===== config.mk =====
export PLATFORM = sky130hd
export DESIGN_NAME = pc_update_unit
export DESIGN_NICKNAME = d
export VERILOG_FILES = /design/src/rtl/pc_update_unit.sv
export SDC_FILE = /design/constraint.sdc
export NUM_CORES = 1
export LEC_CHECK = 0
export CAP_MARGIN = 10
export CORE_MARGIN = 5
export CORE_UTILIZATION = 53
export CTS_CLUSTER_DIAMETER = 60
export DETAILED_ROUTE_END_ITERATION = 16
export GPL_TIMING_DRIVEN = 0
export PLACE_DENSITY = 0.88
export SLEW_MARGIN = 20
export SYNTH_ARGS = -nofsm -noshare
export SYNTH_HDL_FRONTEND = slang
export SYNTH_SLANG_ARGS = --single-unit

===== constraint.sdc =====
create_clock -name clk -period 4.81 [get_ports clk]
set_input_delay 0.7215 -clock clk [delete_from_list [all_inputs] [get_ports clk]]
set_output_delay 0.7215 -clock clk [all_outputs]
set_load 0.02 [all_outputs]

===== src/rtl/pc_update_unit.sv =====
// rtl/pc_update_unit.sv - program counter register with branch decode, stall buffering and alignment
// Optional statistics counters enabled by defining PC_UPDATE_STATS_EN.
module pc_update_unit #(
  parameter int WIDTH = 32,
  parameter logic [WIDTH-1:0] RESET_PC = '0,
  parameter int ALIGN_BITS = 2
`ifdef PC_UPDATE_STATS_EN
  ,
  parameter int STAT_W = 16
`endif
) (
  input  logic             clk,
  input  logic             reset,
  input  logic             pc_write,
  input  logic             branch,
  input  logic [1:0]       br_mode,
  input  logic             zero,
  input  logic             neg,
  input  logic             stall,
  input  logic [WIDTH-1:0] pc_next,
  output logic [WIDTH-1:0] pc,
  output logic [WIDTH-1:0] pc_prev,
  output logic             pc_en,
  output logic             pend_valid,
  output logic             misalign
`ifdef PC_UPDATE_STATS_EN
  ,
  output logic [STAT_W-1:0] write_cnt,
  output logic [STAT_W-1:0] taken_cnt
`endif
);

  localparam logic [WIDTH-1:0] KEEP_MASK = {WIDTH{1'b1}} << ALIGN_BITS;

  logic             cond;
  logic             req;
  logic [WIDTH-1:0] tgt;
  logic             raw_mis;
  logic [WIDTH-1:0] pend_target;
  logic             pend_mis;
  logic [WIDTH-1:0] commit_tgt;
  logic             commit_mis;

  always_comb begin
    cond = 1'b0;
    case (br_mode)
      2'd0: cond = zero;
      2'd1: cond = ~zero;
      2'd2: cond = zero | neg;
      2'd3: cond = ~zero & ~neg;
      default: cond = 1'b0;
    endcase
  end

  assign req     = pc_write | (branch & cond);
  assign tgt     = pc_next & KEEP_MASK;
  assign raw_mis = |(pc_next & ~KEEP_MASK);

  // A fresh request always wins over a buffered one.
  assign pc_en      = ~reset & ~stall & (req | pend_valid);
  assign commit_tgt = req ? tgt : pend_target;
  assign commit_mis = req ? raw_mis : pend_mis;

  always_ff @(posedge clk) begin
    if (reset) begin
      pc          <= RESET_PC;
      pc_prev     <= RESET_PC;
      pend_valid  <= 1'b0;
      pend_target <= '0;
      pend_mis    <= 1'b0;
      misalign    <= 1'b0;
    end else begin
      misalign <= pc_en & commit_mis;
      if (pc_en) begin
        pc         <= commit_tgt;
        pc_prev    <= pc;
        pend_valid <= 1'b0;
      end else if (stall & req) begin
        pend_valid  <= 1'b1;
        pend_target <= tgt;
        pend_mis    <= raw_mis;
      end
    end
  end

`ifdef PC_UPDATE_STATS_EN
  logic taken;
  assign taken = branch & cond & ~pc_write;

  always_ff @(posedge clk) begin
    if (reset) begin
      write_cnt <= '0;
      taken_cnt <= '0;
    end else begin
      if (pc_en && write_cnt != '1) write_cnt <= write_cnt + STAT_W'(1);
      if (taken && taken_cnt != '1) taken_cnt <= taken_cnt + STAT_W'(1);
    end
  end
`endif

endmodule


; ---- After elaboration in Yosys (flattened, before gate mapping)
; Index checks and enable logic that the tools add are counted.
[word_totals]
regBits = 97
in_bits = 41
output_inout_bits = 67
elab_cells = 30
[classes]
n_eq_ne = 3
mux = 3
bitwise = 14
reduce_logical = 4
[ops]
columns = operator, n
row1 = two-way mux 32 bit, 1
row2 = AND 1 bit, 6
row3 = NOT 1 bit, 5
row4 = "equality test 2 bit, second input constant", 2
row5 = one-hot mux 1 bit (4 select lines), 1
row6 = OR reduction 2 bit, 2
row7 = bitwise OR 1 bit, 3
row8 = "equality test 2 x 1 -> 1 bit, second input constant", 1
row9 = zero test 2 bit, 1
row10 = AND reduction 2 bit, 1
row11 = two-way mux 1 bit, 1

; ---- Longest topological paths before layout
; Gate-level depths: netlist of the first run.
[logic_depth]
depth_word = 9
depth_mapped = 6
depth_no_buf = 4

; ---- Worst setup path after synthesis of the first run
; No wires, ideal clock.
[synth_path]
path_type = input to output
start = in neg
end = out pc_en
t_arrival_ns = 1.797
required_ns = 4.089
setup_slack_ns = 2.292
path_stages = 4
n_path_buf = 1
cell_sequence = a21oi_2 mux2i_2 o31a_1 buf_2
[synth_between]
elab_chain_cells = 7
word_cells_on_any_way = 8
cone_classes = 1 x mux / 7 x bitwise
[synth_rtl]
columns = item, line
row1 = start: declaration, 18  ; input logic neg,
row2 = NOT 1 bit, 50  ; 2'd3: cond = ~zero & ~neg;
row3 = AND 1 bit, 50
row4 = one-hot mux 1 bit (4 select lines) (*), 46  ; case (br_mode)
row5 = AND 1 bit (*), 55  ; assign req = pc_write | (branch & cond);
row6 = bitwise OR 1 bit (*), 55
row7 = bitwise OR 1 bit (*), 60  ; assign pc_en = ~reset & ~stall & (req | pend_valid);
row8 = AND 1 bit (*), 60
row9 = end: declaration, 23  ; output logic pc_en,
; Every way passes the cells marked *; elsewhere a longest branch is shown, timed or not.

; ---- Worst setup path after layout of the first run
[layout_path]
start = in zero
end = out pc_en
[layout_between]
elab_chain_cells = 7
word_cells_on_any_way = 8
cone_classes = 1 x mux / 7 x bitwise
[layout_rtl]
columns = item, line
row1 = start: declaration, 17  ; input logic zero,
row2 = NOT 1 bit, "48, 50"
row3 = AND 1 bit, 50
row4 = one-hot mux 1 bit (4 select lines) (*), 46
row5 = AND 1 bit (*), 55
row6 = bitwise OR 1 bit (*), 55
row7 = bitwise OR 1 bit (*), 60
row8 = AND 1 bit (*), 60
; Marked as above.

==> metrics.txt, run 1 <==
CP max-delay cell clkdlybuf4s50_1; Placer Congestion 0.866; synth unique cells 30; layout cells sized above 1 10.7%; reg2reg end pc[16]$_SDFFE_PP0P_; hpwl dp 9050 µm; chip height 98.9 µm; synthesis-to-finish area growth 33.1%; WP data arrival 3380 ps; CTS H-Tree Depth 3; clock share of power 32.2%; most used cell, CP clkdlybuf4s50_1; number of cell rows 32; slowest stage delay, CP 650 ps; CP Launch Type input pin; final setup violation count 0; DRT met1 WL 5300 µm; hold path startpoint pend_target[12]$_SDFFE_PP0P_; largest net degree at the start of global routing 15; Leak just under 2 nW; Netlist Area Pre-Place 4190 µm²; Die X 98.9 µm; slack of the worst reg-to-reg path 2980 ps; Net Sw Power 0.516 mW; Logic pwr share between 20% and 30%; first-pass GRT wire length between 20000 and 25000 µm; sequential area share after synthesis 44.5%; detailed route wirelength on metal2 6120 µm; TNS Setup 0 ps; Final Power between 1.5 and 2 mW; Bufs on Longest Clock Path 2; final net count 606; Hold Path Stages 2; Final period util 85.4%; CTS tree done; post-route core utilization just over 70%; diode count 0; Clock Pin Slew Worst Setup and Hold Paths ~80 ps; fin crit period 4110 ps; Overflow after GRT 0; core box area ~7700 µm²; via count 4162; Slew @ Worst Pin 615 ps; port bufs 102; CP Class in -> out; multi-input logic area around 2100 µm²; Max-slew headroom 59.0%; Achievable Freq 244 MHz; Setup crit end kind output port; Residual DRC 0; status finished clean; GR Util All Layers between 20% and 30%; Mapped Avg Cell Area around 9.3 µm²; CTS Buf Count 9; hold crit path type reg -> reg; fillers between 500 and 600; Worst VDD drop 0.197 mV; DRT Wirelength between 10000 and 15000 µm; cts repair resizes 0; drt initial violations between 200 and 300; R2R Path Start pend_valid$_SDFFE_PP0P_; hold_buf cts 0; Top Ports 108; final clock skew 10.9 ps; vias per inst around 6.2; antenna-violating nets left 0; Mapped Cells 449; Worst Hold Path EP pend_target[12]$_SDFFE_PP0P_; routed len/inst 18.9 µm; CP Data Required Time 4090 ps; FF+latch count, synth 93; RSZ-0062 raised after global routing false; Pint 1.31 mW; sequential share of power 47.0%; pwr/cell area 328 nW/µm²; Ys Warns 0; CTS root buffer clkbuf_8; # clock sinks 93; switching share of power 28.2%; CP Max Fanout 10; Sequential Area 1860 µm²; total of max-cap violations 0; final slew viol count 0; Hold Fails Final Rpt 0; postcts setup bufs 0; vias in the first global route 4183; first-pass detailed-route iteration total 5; met3 wire len between 900 and 1000 µm; crit-path cells clkdlybuf4s50_1, a21oi_2, mux2i_2, o31a_1, buf_2, clkdlybuf4s50_1; Worst-Skew Late Latency 370 ps; DIE AREA 9780 µm²; Max Used Layer met4; initial antenna violation count 0; Reg2Reg Depth 6; initial core utilization about 54%
## power by group through the flow
stage	Combinational [mW]	Clock [mW]	Sequential, mW
final	0.381	0.587	0.859
after global routing	0.405	0.625	0.865
after CTS	0.379	0.591	0.858
after detailed placement	0.377	0	0.874
after global placement	0.368	0	0.872
after floorplan	0.168	0	0.914
## registers in the layout (all words and copies together), names as in the netlist
name / cells
pend_target: 30
misalign: 1
pc_prev: 30
pend_valid: 1
pend_mis: 1
pc: 30
## worst max path at each step
stage                     depth (start not counted)  endpoint  slack [ps]  start
after floorplan                                   4     pc_en        2290    neg
after global placement                            6     pc_en         760   zero
after detailed placement                          6     pc_en         750   zero
after CTS                                         6     pc_en         700   zero
after global routing                              6     pc_en         590   zero
final                                             6     pc_en         700   zero
## layout make-up
class / instances / share of cell area, %
Buffer: 60 / 4.87
Clock buffer: 13 / 2.85
Clock inverter: 3 / 1.21
Inverter: 1 / 0.0673
Multi-Input combinational cell: 298 / 37.0
Sequential cell: 93 / 33.4
Tap cell: 102 / 2.29
Timing Repair Buffer: 102 / 18.3
## layer usage
metal | track usage [%] | up-vias
met5 | 0 | -
met4 | 10.2 | 0
met3 | 5.17 | 37
met2 | 43.3 | 210
met1 | 32.4 | 2002
li1 | - | 1913
## cells in the final DEF (no fill, tap or decap)
cell             instances
clkinvlp_4               1
nor3_1                  31
bufinv_16                2
a311oi_1                 1
o211ai_1                30
nand3b_1                32
or3b_1                   1
clkdlybuf4s50_1        102
a211oi_2                30
nand2b_1                 1
mux2_2                   1
o31ai_1                 30
a21oi_1                 30
nor2_1                  34
mux2i_1                  1
buf_4                    4
and3b_1                  1
nand2_1                  2
dfxtp_1                 93
buf_6                    3
buf_2                    7
a22o_1                  30
nand3_1                 31
mux2i_2                  1
conb_1                   4
clkbuf_8                11
inv_1                    1
a21oi_2                  1
o211a_1                  1
o21ai_0                  1
o31a_1                   1
or2_1                    2
o311a_1                  1
clkbuf_1                48
## cell families (layout without fill, tap and decap cells)
family | count (synthesis) | in the layout | synth area share, %
DFF | 93 | 93 | 44.5
AOI/OAI and AO/OA | 156 | 156 | 30.8
other | 1 | 4 | 0.0895
muxes | 3 | 3 | 0.836
buffers and inverters | 61 | 179 | 6.57
and+or+nand+nor | 135 | 135 | 17.2
## metrics by stage
| step | std cells | hold WS, ps | setup slack [ps] | instance area, µm² |
|---|---|---|---|---|
| after floorplan | 452 | 443 | 2290 | 4200 |
| after global placement | 656 | 448 | 761 | 5350 |
| after detailed placement | 656 | 455 | 755 | 5350 |
| after CTS | 672 | 466 | 703 | 5570 |
| after global routing | 672 | 486 | 595 | 5570 |
| final | 672 | 463 | 704 | 5570 |
## cells in the mapped netlist (all sizes together)
cell type / number / area [µm²]
nand3b: 32 / 240
o31a: 1 / 8.76
or2: 2 / 12.5
mux2: 1 / 11.3
nand3: 31 / 155
inv: 1 / 3.75
a21oi: 31 / 159
clkbuf: 46 / 173
o211a: 1 / 10.0
nor3: 31 / 155
conb: 1 / 3.75
o311a: 1 / 10.0
nor2: 34 / 128
mux2i: 2 / 23.8
or3b: 1 / 8.76
nand2b: 1 / 6.26
dfxtp: 93 / 1860
and3b: 1 / 8.76
buf: 14 / 98.8
a22o: 30 / 263
o31ai: 30 / 225
o21ai: 1 / 5.00
nand2: 2 / 7.51
a311oi: 1 / 8.76
a211oi: 30 / 375
o211ai: 30 / 225
## worst max-delay path, delay by kind of cell
kind	cells	cell delay (ps)
buf+inv	3	1420
mux	1	560
compound gates	2	670
Note: power is estimated with default switching activity, not from simulation.
==> run 2, diff against run 1 <==
- CAP_MARGIN: 10 -> default
==> results of run 2 <==
No change in the layout: final DEF, timing and power equal those of run 1.
